[src/rtl/audio_pkg.sv]
// Shared types and helpers for the audio mixer / delta-sigma modulator slice.
package audio_pkg;

   typedef enum logic [1:0] {
      IDLE  = 2'd0,
      ACCUM = 2'd1,
      LATCH = 2'd2
   } mix_state_t;

   // 2^(width-1): offset-binary zero point and signed full-scale magnitude
   function automatic logic [63:0] midscale(input int unsigned width);
      return 64'd1 << (width - 1);
   endfunction

   // Clamp a signed value into the signed range of a width-bit word
   function automatic logic signed [63:0] saturate(input logic signed [63:0] value,
                                                   input int unsigned       width);
      logic signed [63:0] hi;
      logic signed [63:0] lo;
      hi = $signed(midscale(width)) - 64'sd1;
      lo = -$signed(midscale(width));
      if (value > hi)
         return hi;
      else if (value < lo)
         return lo;
      else
         return value;
   endfunction

endpackage

[src/rtl/audio_dsm_core.sv]
// 1-bit delta-sigma modulator driven by an offset-binary level.
// AUDIO_MIX_DSM_ORDER2_EN selects the second-order loop; default is first-order.
module audio_dsm_core
   import audio_pkg::*;
#(
   parameter int unsigned WIDTH = 12
) (
   input  logic             clk,
   input  logic             reset,
   input  logic [WIDTH-1:0] level,
   output logic             pwm
);

`ifdef AUDIO_MIX_DSM_ORDER2_EN
   localparam int unsigned IW = WIDTH + 3;
   localparam logic signed [IW-1:0] HALF = $signed(IW'(midscale(WIDTH)));

   logic signed [IW-1:0] int1, int2;
   logic signed [IW-1:0] x, fb, int1_n, int2_n;

   // Two cascaded integrators, both fed back from the registered bit
   always_comb begin
      x      = $signed(IW'(level)) - HALF;
      fb     = pwm ? HALF : -HALF;
      int1_n = int1 + x - fb;
      int2_n = int2 + int1_n - fb;
   end

   always_ff @(posedge clk) begin
      if (reset) begin
         int1 <= '0;
         int2 <= '0;
         pwm  <= 1'b0;
      end else begin
         int1 <= int1_n;
         int2 <= int2_n;
         pwm  <= ~int2_n[IW-1];
      end
   end
`else
   logic [WIDTH:0] acc;

   // Carry out of the phase accumulator is the output bit
   always_ff @(posedge clk) begin
      if (reset)
         acc <= '0;
      else
         acc <= {1'b0, acc[WIDTH-1:0]} + {1'b0, level};
   end

   assign pwm = acc[WIDTH];
`endif

endmodule

[src/rtl/audio_mix_dsm.sv]
// Multi-channel volume mixer feeding a 1-bit delta-sigma output.
// Build with AUDIO_MIX_DSM_ORDER2_EN for the second-order modulator.
module audio_mix_dsm
   import audio_pkg::*;
#(
   parameter int unsigned WIDTH    = 12,
   parameter int unsigned CHANNELS = 4,
   parameter int unsigned VOL_W    = 4
) (
   input  logic                      clk,
   input  logic                      reset,
   input  logic                      in_valid,
   output logic                      in_ready,
   input  logic [CHANNELS*WIDTH-1:0] in_data,
   input  logic [CHANNELS*VOL_W-1:0] in_vol,
   input  logic                      mute,
   output logic [WIDTH-1:0]          level,
   output logic                      pwm
);

   localparam int unsigned SUM_W  = WIDTH + $clog2(CHANNELS) + 1;
   localparam int unsigned PROD_W = WIDTH + VOL_W + 1;
   localparam int unsigned CNT_W  = (CHANNELS > 1) ? $clog2(CHANNELS) : 1;
   localparam logic [WIDTH-1:0] MID     = WIDTH'(midscale(WIDTH));
   localparam logic [CNT_W-1:0] LAST_CH = CNT_W'(CHANNELS - 1);

   mix_state_t state, state_n;

   logic [CNT_W-1:0]          ch_cnt;
   logic [CHANNELS*WIDTH-1:0] data_q;
   logic [CHANNELS*VOL_W-1:0] vol_q;
   logic signed [SUM_W-1:0]   sum;
   logic signed [SUM_W-1:0]   contrib;
   logic signed [WIDTH-1:0]   sample;
   logic [VOL_W-1:0]          vol;
   logic signed [PROD_W-1:0]  prod;
   logic signed [WIDTH-1:0]   sat;
   logic [WIDTH-1:0]          level_n;
   logic [WIDTH-1:0]          dsm_in;
   logic                      handshake;

   assign handshake = in_valid & in_ready;

   always_ff @(posedge clk) begin
      if (reset)
         state <= IDLE;
      else
         state <= state_n;
   end

   always_comb begin
      state_n = state;
      case (state)
         IDLE:    if (handshake) state_n = ACCUM;
         ACCUM:   if (ch_cnt == LAST_CH) state_n = LATCH;
         LATCH:   state_n = IDLE;
         default: state_n = IDLE;
      endcase
   end

   // Per-channel weighted contribution and final saturation to offset binary
   always_comb begin
      sample  = $signed(data_q[ch_cnt*WIDTH +: WIDTH]);
      vol     = vol_q[ch_cnt*VOL_W +: VOL_W];
      prod    = $signed(PROD_W'(sample)) * $signed(PROD_W'({1'b0, vol}));
      contrib = SUM_W'(prod >>> VOL_W);
      sat     = WIDTH'(saturate(64'(sum), WIDTH));
      level_n = WIDTH'(sat) ^ MID;
      dsm_in  = mute ? MID : level;
   end

   always_ff @(posedge clk) begin
      if (reset) begin
         in_ready <= 1'b1;
         ch_cnt   <= '0;
         sum      <= '0;
         data_q   <= '0;
         vol_q    <= '0;
         level    <= MID;
      end else begin
         in_ready <= (state_n == IDLE);
         if (handshake) begin
            data_q <= in_data;
            vol_q  <= in_vol;
            sum    <= '0;
            ch_cnt <= '0;
         end
         if (state == ACCUM) begin
            sum    <= sum + contrib;
            ch_cnt <= (ch_cnt == LAST_CH) ? '0 : ch_cnt + CNT_W'(1);
         end
         if (state == LATCH)
            level <= level_n;
      end
   end

   audio_dsm_core #(
      .WIDTH (WIDTH)
   ) u_dsm (
      .clk   (clk),
      .reset (reset),
      .level (dsm_in),
      .pwm   (pwm)
   );

endmodule

[config.mk]
export PLATFORM = sky130hd
export DESIGN_NAME = audio_mix_dsm
export DESIGN_NICKNAME = d
export VERILOG_FILES = /design/src/rtl/audio_pkg.sv /design/src/rtl/audio_dsm_core.sv /design/src/rtl/audio_mix_dsm.sv
export SDC_FILE = /design/constraint.sdc
export NUM_CORES = 1
export LEC_CHECK = 0
export ABC_AREA = 1
export CORE_MARGIN = 5
export CORE_UTILIZATION = 45
export CTS_CLUSTER_SIZE = 40
export DETAILED_ROUTE_END_ITERATION = 8
export DONT_BUFFER_PORTS = 1
export PLACE_DENSITY_LB_ADDON = 0.15
export SYNTH_ARGS = -nofsm -noshare
export SYNTH_HDL_FRONTEND = slang
export SYNTH_HIERARCHICAL = 1
export SYNTH_SLANG_ARGS = --single-unit
[constraint.sdc]
create_clock -name clk -period 11.64 [get_ports clk]
set_input_delay 2.328 -clock clk [delete_from_list [all_inputs] [get_ports clk]]
set_output_delay 2.328 -clock clk [all_outputs]
set_load 0.01 [all_outputs]
After elaboration in Yosys (flattened, before gate mapping):

Index checks and enable logic that the tools add are counted.

* input bits: 68
* bits in writable memories: 0
* ROM bits: 0
* memories: 0
* bits in latches: 0
* bits in registers: 109

* multiplexer cells: 11
* bitwise logic cells: 2
* $lt $le $gt $ge: 2
* shift operators: 2
* divide/modulo/power cells: 0
* eq/ne operators: 3
* add/subtract/negate cells: 3
* reduce and logical (&&, ||, !) cells: 3
* multipliers: 2

Operator list (count)
* variable part select 48 x 7 -> 12 bit: 1
* two-way mux 12 bit: 3
* two-way mux 15 bit: 2
* multiplier 12 x 5 -> 17 bit: 1
* variable part select 16 x 5 -> 4 bit: 1
* adder 15 x 13 -> 15 bit: 1
* greater-than comparator 15 x 12 -> 1 bit, second input constant: 1
* less-than comparator 15 x 12 -> 1 bit, second input constant: 1
* adder 12 x 12 -> 13 bit: 1
* two-way mux 2 bit: 5
* == test 2 bit, second input constant: 2
* logical NOT 2 bit: 2
* multiplier 2 x 2 -> 4 bit, second input constant: 1
* case mux 2 bit (2 select lines): 1
* adder 2 x 1 -> 2 bit, second input constant: 1
* == test 2 x 1 -> 1 bit, second input constant: 1
* nonzero test 2 bit: 1
* AND 1 bit: 1
* inverter 1 bit: 1

Longest topological paths before layout:

* depth after elaboration: 5
* mapped depth: 38

Modules after synthesis:

Netlist, hierarchy kept.

Modules (own cells, without submodules)
* audio_mix_dsm: area an instance 6371.1 sq um, times used 1, cells an instance 913
* audio_dsm_core: area an instance 963.4 sq um, times used 1, cells an instance 153

Worst setup path before layout:

No wires, ideal clock.

* path type: reg-to-reg
* start: reg ch_cnt[1]
* end: reg sum[14]
* slack: 6.514 ns
* buffers on the path: 3
* data required time: 11.510 ns
* data arrival time: 4.996 ns
* stages on the path, launching flop included: 30
* clock period less this slack: 5.126 ns
* path through: dfxtp_1 -> buf_4 -> inv_2 -> clkbuf_1 -> o21ai_0 -> o22ai_1 -> inv_1 -> clkbuf_1 -> nor2_1 -> ha_1 -> fa_1 -> inv_1 -> fa_1 -> inv_1 -> ha_1 -> a21oi_1 -> nor2_1 -> a211oi_1 -> o21ai_2 -> xor2_1 -> ha_1 -> nand2_1 -> nor3_1 -> a21oi_1 -> o21ai_1 -> nand4_1 -> nand2_1 -> nand3_1 -> nand3_1 -> a21oi_2

* word-level cells in the longest chain between the ends: 5

Ends and longest elaborated chain
* from (decl): line audio_mix_dsm.sv:29 `logic [CNT_W-1:0] ch_cnt;`
* from (signal assigned): line audio_mix_dsm.sv:90 `ch_cnt <= (ch_cnt == LAST_CH) ? '0 : ch_cnt + CNT_W'(1);`
* multiplier 2 x 2 -> 4 bit: line audio_mix_dsm.sv:63 `sample = $signed(data_q[ch_cnt*WIDTH +: WIDTH]);`
* variable part select 48 x 7 -> 12 bit: line audio_mix_dsm.sv:63
* multiplier 12 x 5 -> 17 bit *: line audio_mix_dsm.sv:65 `prod = $signed(PROD_W'(sample)) * $signed(PROD_W'({1'b0, vol}));`
* adder 15 x 13 -> 15 bit *: line audio_mix_dsm.sv:89 `sum <= sum + contrib;`
* two-way mux 15 bit *: line audio_mix_dsm.sv:88 `if (state == ACCUM) begin`
* to (signal assigned): line audio_mix_dsm.sv:89
* to (decl): line audio_mix_dsm.sv:32 `logic signed [SUM_W-1:0] sum;`

Every way passes the cells marked *; elsewhere a longest branch is shown, timed or not.
A chain may end at the register's enable or synchronous reset.

Worst setup path in the final report:

* start: reg ch_cnt[0]
* end: reg sum[11]

The elaborated chain is that of the path after synthesis.

==> impl_metrics.json <==
{
  "nFillCells": 1686,
  "coreArea_um2": 15900,
  "wl_met1_mm": 7.80,
  "cts_tree": "done",
  "p_int_uw": 666,
  "grt_util_all_layers": 0.183,
  "clk_path_buf_depth": 2,
  "min_path_type": "reg -> reg",
  "drive_gt1_frac": 0.0536,
  "placed_area_um2": 7450,
  "p_sw_uw": 346,
  "syn_nets": 1217,
  "path_clk_slew_ns": 0.08,
  "dp_hpwl_mm": 13.3,
  "nNetsFinal": 1190,
  "rsz0062_at_grt": "false",
  "synth_area_um2": 7330,
  "synth_top_area_cell": "dfxtp_1",
  "grt_pass1_vias": 5918,
  "postCtsSetupRepairBufs": 0,
  "synth.avg_cell_area_um2": 6.88,
  "finalClockSkew_ns": 0.0101,
  "finalCriticalPeriod_ns": 5.83,
  "synth_cell_type_count": 38,
  "grt_overflow": 0,
  "p_per_area_nw_per_um2": 130,
  "syn_inst": 1066,
  "required_ns": 11.93,
  "area_delta_synth_final_pct": 5.99,
  "worstSetupEndpointType": "register",
  "met3WireLength_um": 689,
  "drtPass1Iterations": 7,
  "fin_crit_sh": 0.501,
  "synth_edf_count": 0,
  "vdd_drop_max_mv": 0.0866,
  "routed_via_density": 4.97,
  "fmaxAchievable_ghz": 0.171,
  "io_pins": 82,
  "worst_slack_ns": 5.81,
  "yosysSeqAreaShare": 0.298,
  "multiInputGateArea_um2": 4450,
  "drc": 0,
  "root_buffer": "clkbuf_16",
  "worstSetupPathType": "reg -> reg",
  "grt_pass1_wl_mm": 28.0,
  "final-setup-viol-count": 0,
  "yosysWarnings": 6,
  "diodes": 0,
  "synth_area_leaders": "dfxtp_1, nor2_1, ha_1",
  "synth.top_cell.area_share": 0.298,
  "post-synth-top-count-cell": "nor2_1",
  "run_status": "finished, final reports clean",
  "die_area_um2": 19000,
  "io_buffers": 0,
  "hold_violations": 0,
  "ant_nets": 0,
  "arrival_ns": 6.12,
  "maxSlewViolCount": 0,
  "p_leak_uw": 0.00374,
  "cts_made_buffers": 9,
  "final_util": 0.488,
  "die_w_um": 138,
  "p_clk_frac": 0.320,
  "row_count": 46,
  "htree_levels": 3,
  "grt_max_degree": 66,
  "routedWlPerCell_um": 13.2,
  "relSlewSlack": 0.244,
  "antenna_found_initial": 0,
  "synth_common_cells": "nor2_1, nand2_1, inv_1, dfxtp_1, o21ai_0",
  "start_util": 0.460,
  "synthArstFlopShare": 0,
  "swShare": 0.342,
  "routed.top_layer": "met4",
  "ys_ff_latch": 109,
  "ctsResizeCount": 0,
  "routed-wl-met2_mm": 7.99,
  "tightest_slew_ns": 1.13,
  "synthFlopType": "dfxtp_1",
  "vias": 6257,
  "fin_area_um2": 7770,
  "drtIter0Drc": 296,
  "crit_path_start_kind": "register",
  "power_frac_seq": 0.412,
  "critPathMaxFanout": 34,
  "finalWeightedCongestion": 0.820,
  "ctsHoldBuffers": 0,
  "pre_cts_ws_ns": 5.83,
  "clock_sinks": 109,
  "clock_latency_ns": 0.36,
  "combPwrFrac": 0.268,
  "die_y_um": 138,
  "maxCapViolations": 0,
  "fin_setup_tns_ns": 0,
  "wirelength_mm": 16.6,
  "seq_area_um2": 2180
}
-- kinds of logic after synthesis --
group | Yosys count | synth area share
AND/OR/NAND/NOR | 468 | 0.266
adder cells (fa/ha/maj) | 83 | 0.168
buffers and inverters | 182 | 0.0962
AO/OA/AOI/OAI | 209 | 0.154
XOR/XNOR | 15 | 0.0179
flip-flops | 109 | 0.298
-- metrics by stage --
| stage | instances | hold WS (ns) | total power, µW |
|---|---|---|---|
| after CTS | 1260 | 0.491 | 1020 |
| after floorplan | 1066 | 0.450 | 645 |
| after global routing | 1260 | 0.507 | 1090 |
| after detailed placement | 1244 | 0.471 | 699 |
| final | 1260 | 0.487 | 1010 |
| after global placement | 1244 | 0.462 | 696 |
-- worst max-delay path: stages (launching register included) --
cell and delay [ns]:
dfxtp_1 0.31, buf_4 0.32, inv_2 0.32, o21ai_0 0.24, o22ai_1 0.09, inv_1 0.32, nor2_1 0.10, ha_1 0.33
fa_1 0.53, inv_1 0.05, fa_1 0.52, inv_1 0.04, ha_1 0.38, nand2_1 0.12, nor3_1 0.27, nand2_4 0.08
nand2_4 0.08, xor2_1 0.22, ha_1 0.31, a21oi_1 0.17, o21ai_1 0.07, a21oi_1 0.18, o21ai_1 0.14, a31o_2 0.23
a21oi_1 0.11, o21ai_1 0.08, a21oi_1 0.12
-- final timing paths --
| kind | to | slack, ns | startpoint | cells after the start |
|---|---|---|---|---|
| setup / recovery | sum[11]$_SDFFE_PP0P_ | 5.81 | ch_cnt[0]$_SDFFE_PP0P_ | 26 |
| hold / removal | data_q[12]$_SDFFE_PP0P_ | 0.49 | data_q[12]$_SDFFE_PP0P_ | 2 |
| setup reg to reg | sum[11]$_SDFFE_PP0P_ | 5.81 | ch_cnt[0]$_SDFFE_PP0P_ | 26 |
| hold reg to reg | data_q[12]$_SDFFE_PP0P_ | 0.49 | data_q[12]$_SDFFE_PP0P_ | 2 |
-- sequential cells by signal (all words and copies together) (netlist names) --
name	cells
ch_cnt	2
data_q	48
in_ready	1
level	12
state	2
sum	15
u_dsm/acc	13
vol_q	16
-- cell type report --
class	count	area share
multi-input cells	775	0.572
well taps	216	0.0348
clock buffers	9	0.0290
clock inverters	7	0.0121
repair buffers	4	0.00386
flip-flops and latches	109	0.281
inverters	140	0.0676
-- layer usage --
metal  vias to the layer above  track usage
met2                       129        0.319
met4                         0       0.0310
li1                       3342            -
met1                      2779        0.236
met5                         -            0
met3                         7       0.0376
-- cells in the final DEF (no fill, tap or decap), types with 3 or more instances in the layout --
master	n
nor2_1	211
nand2_1	185
inv_1	134
dfxtp_1	109
o21ai_0	94
a21oi_1	82
ha_1	57
nand3_1	33
fa_1	26
xor2_1	10
clkbuf_16	9
o21ai_1	8
a32oi_1	8
nand3_2	7
inv_2	6
nand2_4	6
nor3_1	6
nand2_2	5
nand4_1	5
xnor2_1	5
or2_2	4
buf_4	4
a21oi_2	3
a21o_1	3
-- power groups by stage --
stage | Sequential, µW | Clock, µW | Combinational, µW
6_report | 417 | 324 | 271
5_1_grt | 421 | 349 | 318
4_1_cts | 417 | 332 | 274
3_5_place_dp | 426 | 0 | 273
3_3_place_gp | 426 | 0 | 270
2_1_floorplan | 420 | 0 | 225
Power figures use the tool's default switching activity.
